===== src/rtl/gf24_pkg.sv =====
// Shared widths and bundle layout for the masked GF(2^4) factor generator.
// One bundle per share: {b[3:0], ff[1:0], f, h, l}, LSB first from l.
package gf24_pkg;
   localparam int SHARE_W  = 4;
   localparam int NSHARES  = 2;
   localparam int FF_W     = 2;
   localparam int BUNDLE_W = 9;
   localparam int L_OFF    = 0;
   localparam int H_OFF    = 1;
   localparam int F_OFF    = 2;
   localparam int FF_OFF   = 3;
   localparam int B_OFF    = 5;
endpackage


===== src/rtl/gf24_factor.sv =====
// Combinational factoring of one 4-bit share into the multiplier's ff/f/h/l inputs.
// Sees a single share only, so no cross-share term can ever form here.
module gf24_factor
   import gf24_pkg::*;
(
   input  logic [SHARE_W-1:0] x,
   output logic [FF_W-1:0]    ff,
   output logic               f,
   output logic               h,
   output logic               l
);
   assign ff = x[3:2] ^ x[1:0];
   assign f  = ff[1] ^ ff[0];
   assign h  = x[3] ^ x[2];
   assign l  = x[1] ^ x[0];
endmodule


===== src/rtl/gf24_factor_gen.sv =====
// Two-stage masked factor generator: stage 1 remasks both shares with rnd,
// stage 2 registers each share with its own factors for the shared multiplier.
module gf24_factor_gen
   import gf24_pkg::*;
#(
   parameter int unsigned REMASK = 1
)(
   input  logic               CLK,
   input  logic               RSTn,
   input  logic [SHARE_W-1:0] in_b0,
   input  logic [SHARE_W-1:0] in_b1,
   input  logic               in_valid,
   output logic               in_ready,
   input  logic [SHARE_W-1:0] rnd,
   input  logic               rnd_valid,
   output logic               rnd_ack,
   input  logic               flush,
   output logic [SHARE_W-1:0] out_b0,
   output logic [SHARE_W-1:0] out_b1,
   output logic [FF_W-1:0]    out_ff0,
   output logic [FF_W-1:0]    out_ff1,
   output logic               out_f0,
   output logic               out_f1,
   output logic               out_h0,
   output logic               out_h1,
   output logic               out_l0,
   output logic               out_l1,
   output logic               out_valid,
   input  logic               out_ready
);
   logic [NSHARES-1:0][SHARE_W-1:0]  in_b, s1_d, s1_q;
   logic [NSHARES-1:0][BUNDLE_W-1:0] s2_d, s2_q;
   logic [2:1]                       vld_pipe;
   logic                             adv1, acc, rnd_ok;

   assign in_b   = {in_b1, in_b0};
   assign rnd_ok = (REMASK == 0) | rnd_valid;
   assign adv1   = !vld_pipe[2] | out_ready;
   assign in_ready = !flush & (!vld_pipe[1] | adv1);
   assign acc    = RSTn & in_valid & in_ready & rnd_ok;
   assign rnd_ack = (REMASK != 0) ? acc : 1'b0;

   // Both shares take the same rnd, so their XOR (the secret) is preserved.
   for (genvar s = 0; s < NSHARES; s++) begin : g_share
      logic [FF_W-1:0] ff;
      logic            f, h, l;
      assign s1_d[s] = (REMASK != 0) ? (in_b[s] ^ rnd) : in_b[s];
      gf24_factor u_factor (
         .x  (s1_q[s]),
         .ff (ff),
         .f  (f),
         .h  (h),
         .l  (l)
      );
      assign s2_d[s] = {s1_q[s], ff, f, h, l};
   end

   always_ff @(posedge CLK) begin
      if (!RSTn) begin
         vld_pipe <= '0;
         s1_q     <= '0;
         s2_q     <= '0;
      end else if (flush) begin
         vld_pipe <= '0;
      end else begin
         if (in_ready) vld_pipe[1] <= acc;
         if (adv1)     vld_pipe[2] <= vld_pipe[1];
         if (acc)      s1_q <= s1_d;
         if (adv1 && vld_pipe[1]) s2_q <= s2_d;
      end
   end

   assign out_valid = vld_pipe[2];
   assign out_b0  = s2_q[0][B_OFF +: SHARE_W];
   assign out_b1  = s2_q[1][B_OFF +: SHARE_W];
   assign out_ff0 = s2_q[0][FF_OFF +: FF_W];
   assign out_ff1 = s2_q[1][FF_OFF +: FF_W];
   assign out_f0  = s2_q[0][F_OFF];
   assign out_f1  = s2_q[1][F_OFF];
   assign out_h0  = s2_q[0][H_OFF];
   assign out_h1  = s2_q[1][H_OFF];
   assign out_l0  = s2_q[0][L_OFF];
   assign out_l1  = s2_q[1][L_OFF];
endmodule


===== config.mk =====
export PLATFORM = sky130hd
export DESIGN_NAME = gf24_factor_gen
export DESIGN_NICKNAME = d
export VERILOG_FILES = /design/src/rtl/gf24_pkg.sv /design/src/rtl/gf24_factor.sv /design/src/rtl/gf24_factor_gen.sv
export SDC_FILE = /design/constraint.sdc
export NUM_CORES = 1
export LEC_CHECK = 0
export BUFFER_PORTS_ARGS = -buffer_cell sky130_fd_sc_hd__buf_2
export CAP_MARGIN = 20
export CORE_ASPECT_RATIO = 0.7
export CORE_MARGIN = 3
export CORE_UTILIZATION = 35
export CTS_BUF_LIST = sky130_fd_sc_hd__clkbuf_8 sky130_fd_sc_hd__clkbuf_16
export CTS_CLUSTER_DIAMETER = 60
export CTS_CLUSTER_SIZE = 40
export DETAILED_ROUTE_END_ITERATION = 10
export PLACE_DENSITY_LB_ADDON = 0.3
export SLEW_MARGIN = 10
export SYNTH_ARGS = -nofsm -noshare
export SYNTH_HDL_FRONTEND = slang
export SYNTH_SLANG_ARGS = --single-unit

===== constraint.sdc =====
create_clock -name CLK -period 1.25 [get_ports CLK]
set_input_delay 0.0625 -clock CLK [delete_from_list [all_inputs] [get_ports CLK]]
set_output_delay 0.0625 -clock CLK [all_outputs]
set_load 0.05 [all_outputs]

==> flow_summary.ini <==
[clocking]
hold_buffers = 0
h-tree-depth = 1
clkSlewWorstSetupHoldPaths_ns = 0.10
cts_tree = built
cts_made_buffers = 3
cts-root-buf = clkbuf_8
cts_buffer_depth = 2
insertion_delay_ns = 0.28
cts_sinks = 28

[die]
die_width_um = 77.71
rows = 17
pin_count = 39
core-area_mm2 = 0.003297
die_h_um = 56.20
dieArea_mm2 = 0.004367
start_util_pct = 38.22

[sta]
slew-limit-headroom_pct = 74.47
setup_tns_ns = 0
drv_slew = 0
setup_slack_ns = 0.01958
rsz0062_at_grt = yes
max_slew.worst_pin.slew_ns = 0.3803
period_minus_slack_ns = 1.230
finClkSkew_ns = 0.006698
finalSetupViolations = 0
max_freq_mhz = 812.7
fin_crit_sh_pct = 98.43
final-hold-violation-count = 0

[global_routing]
antenna_found_initial = 0
grt_pass1_vias = 1107
grt.overflow.total = 0
grt_max_degree = 27
grt_usage_pct = 15.57
grt_pass1_wl_um = 5354

[drt]
viasPerCell = 4.969
vias = 1133
routedWlPerCell_um = 13.80
postRouteAntennaNets = 0
drcViolationCount = 0
drtIter0Drc = 60
firstDrtPassIters = 4
finalWirelength_um = 3146

[pwr]
power_per_cell_area_mw_per_mm2 = 1090
power_leakage_nw = 0.6866
ir_drop_uv = 421.3
power.total_mw = 1.876

[worst_setup_path]
crit_type = flop to output pin
endpoint_kind = output pin
crit_slowest_cell = dfxtp_4
cpPeakStageDelay_ns = 0.37
crit_fanout = 4
arrival_ns = 1.17
cp.required_ns = 1.19
cpMostUsedCell = buf_6
cp_cell_sequence = nor2b_4 -> buf_6 -> a21oi_4 -> buf_6
start_kind = flop

[synth]
ys_warn_count = 0
postSynthAreaPerCell_um2 = 9.618
yosysSeqAreaShare_pct = 44.49
syn-instance-count = 131
ys_seq_elements = 28
syn-num-nets = 149
synth.distinct_cells = 22
synth_area_mm2 = 0.001260

[layout]
regArea_um2 = 568.0
drive_above_1_share_pct = 41.44
final_common_cell = buf_2
final_cell_mix = 36 x buf_2, 27 x a21oi_1, 26 x dfxtp_1, 18 x xnor2_1, 16 x buf_4
finalNetCount = 200
antenna_cells = 0
multi_input_area_um2 = 665.6
num-fill-cells = 316
area_growth_pct = 36.64

[placement]
dp_hpwl_um = 2311
dp_slack_ns = 0.04462
gp_congestion = 0.8111
portBuffers = 38

[outcome]
outcome = complete, no violations

[job]
maxCapViolations = 0

[worst_hold_path]
hold_class = input port to flop
[power by group]
| part | switching [mW] | internal (mW) | leakage [nW] |
|---|---|---|---|
| Sequential | 0.0141 | 0.906 | 0.228 |
| Combinational | 0.142 | 0.105 | 0.423 |
| Clock | 0.280 | 0.429 | 0.0357 |
| Total | 0.436 | 1.44 | 0.687 |
[registers in the layout, summed over array words and instances (netlist names)]
register  flops
out_ff0       2
out_f0        1
out_b1        4
s1_q          8
out_l0        1
out_ff1       2
out_b0        4
vld_pipe      2
out_h0        1
out_h1        1
out_l1        1
out_f1        1
[cell type report]
| type | count | area share (%) |
|---|---|---|
| Multi-Input combinational cell | 92 | 38.66 |
| Sequential cell | 28 | 32.99 |
| Timing Repair Buffer | 56 | 20.57 |
| Tap cell | 47 | 3.416 |
| Clock buffer | 3 | 2.398 |
| Clock inverter | 1 | 1.744 |
| Inverter | 1 | 0.2180 |
[path summary, 6_finish.rpt]
| path | slack [ns] | cells past startpoint | endpoint | start |
|---|---|---|---|---|
| setup reg to reg | 0.07 | 5 | out_b0[0]$_SDFFE_PN0P_ | vld_pipe[2]$_SDFFE_PP0P_ |
| hold reg to reg | 0.48 | 2 | out_b1[0]$_SDFFE_PN0P_ | out_b1[0]$_SDFFE_PN0P_ |
| hold / removal | 0.02 | 3 | vld_pipe[1]$_SDFFE_PP0P_ | in_valid |
| setup / recovery | 0.02 | 4 | in_ready | vld_pipe[2]$_SDFFE_PP0P_ |
[cell families (layout without fill, tap and decap cells)]
kind of cell	after synthesis	after routing	share of synthesized area, %
XOR/XNOR	18	18	12.51
buffers and inverters	11	61	5.261
AND/OR/NAND/NOR	20	20	9.534
flip-flops	28	28	44.49
AO/OA/AOI/OAI	54	54	28.20
[per-layer routing]
metal / vias up / GRT usage (%) / wire length [um]
met1: 524 / 20.85 / 1496
met4: 0 / 5.330 / 27
met3: 2 / 4.693 / 224
li1: 570 / - / -
met5: - / 0 / 0
met2: 37 / 23.66 / 1397
[through the flow]
| stage | hold WS (ns) | utilization, % | area [um2] | instances |
|---|---|---|---|---|
| 6_report | 0.02128 | 52.22 | 1722 | 228 |
| 5_1_grt | 0.02209 | 52.22 | 1722 | 228 |
| 4_1_cts | 0.009239 | 51.54 | 1699 | 225 |
| 3_5_place_dp | 0.3256 | 47.67 | 1572 | 219 |
| 3_3_place_gp | 0.3242 | 47.67 | 1572 | 219 |
| 2_1_floorplan | 0.1771 | - | 1276 | 131 |
[repair_timing]
item                                    CTS  global route
endpoints found under the setup margin    2             4
pin swaps                                 2             1
resized for setup                        11             2
gates cloned                              0             0
buffers inserted                          2             3
[synth_stat cells, drive strengths merged]
| cell | count | area share (%) |
|---|---|---|
| nand3b | 1 | 0.89 |
| nand2 | 1 | 0.30 |
| clkinv | 1 | 0.30 |
| and2 | 1 | 0.70 |
| nor2b | 1 | 0.50 |
| clkbuf | 5 | 1.6 |
| xnor2 | 18 | 13 |
| nand3 | 8 | 3.2 |
| nor2 | 3 | 1.1 |
| and2b | 1 | 0.60 |
| a21oi | 28 | 11 |
| o21ai | 8 | 3.2 |
| nand2b | 3 | 1.5 |
| buf | 5 | 3.4 |
| a211oi | 18 | 14 |
| and4b | 1 | 0.79 |
| dfxtp | 28 | 44 |
[critical path: cells and delay by family, from the launching register on]
family / cells / cell delay (ns)
flip-flops: 1 / 0.37
buffers and inverters: 2 / 0.28
AO/OA/AOI/OAI: 1 / 0.11
AND/OR/NAND/NOR: 1 / 0.13
No activity file was read; power rests on OpenSTA's default activity.
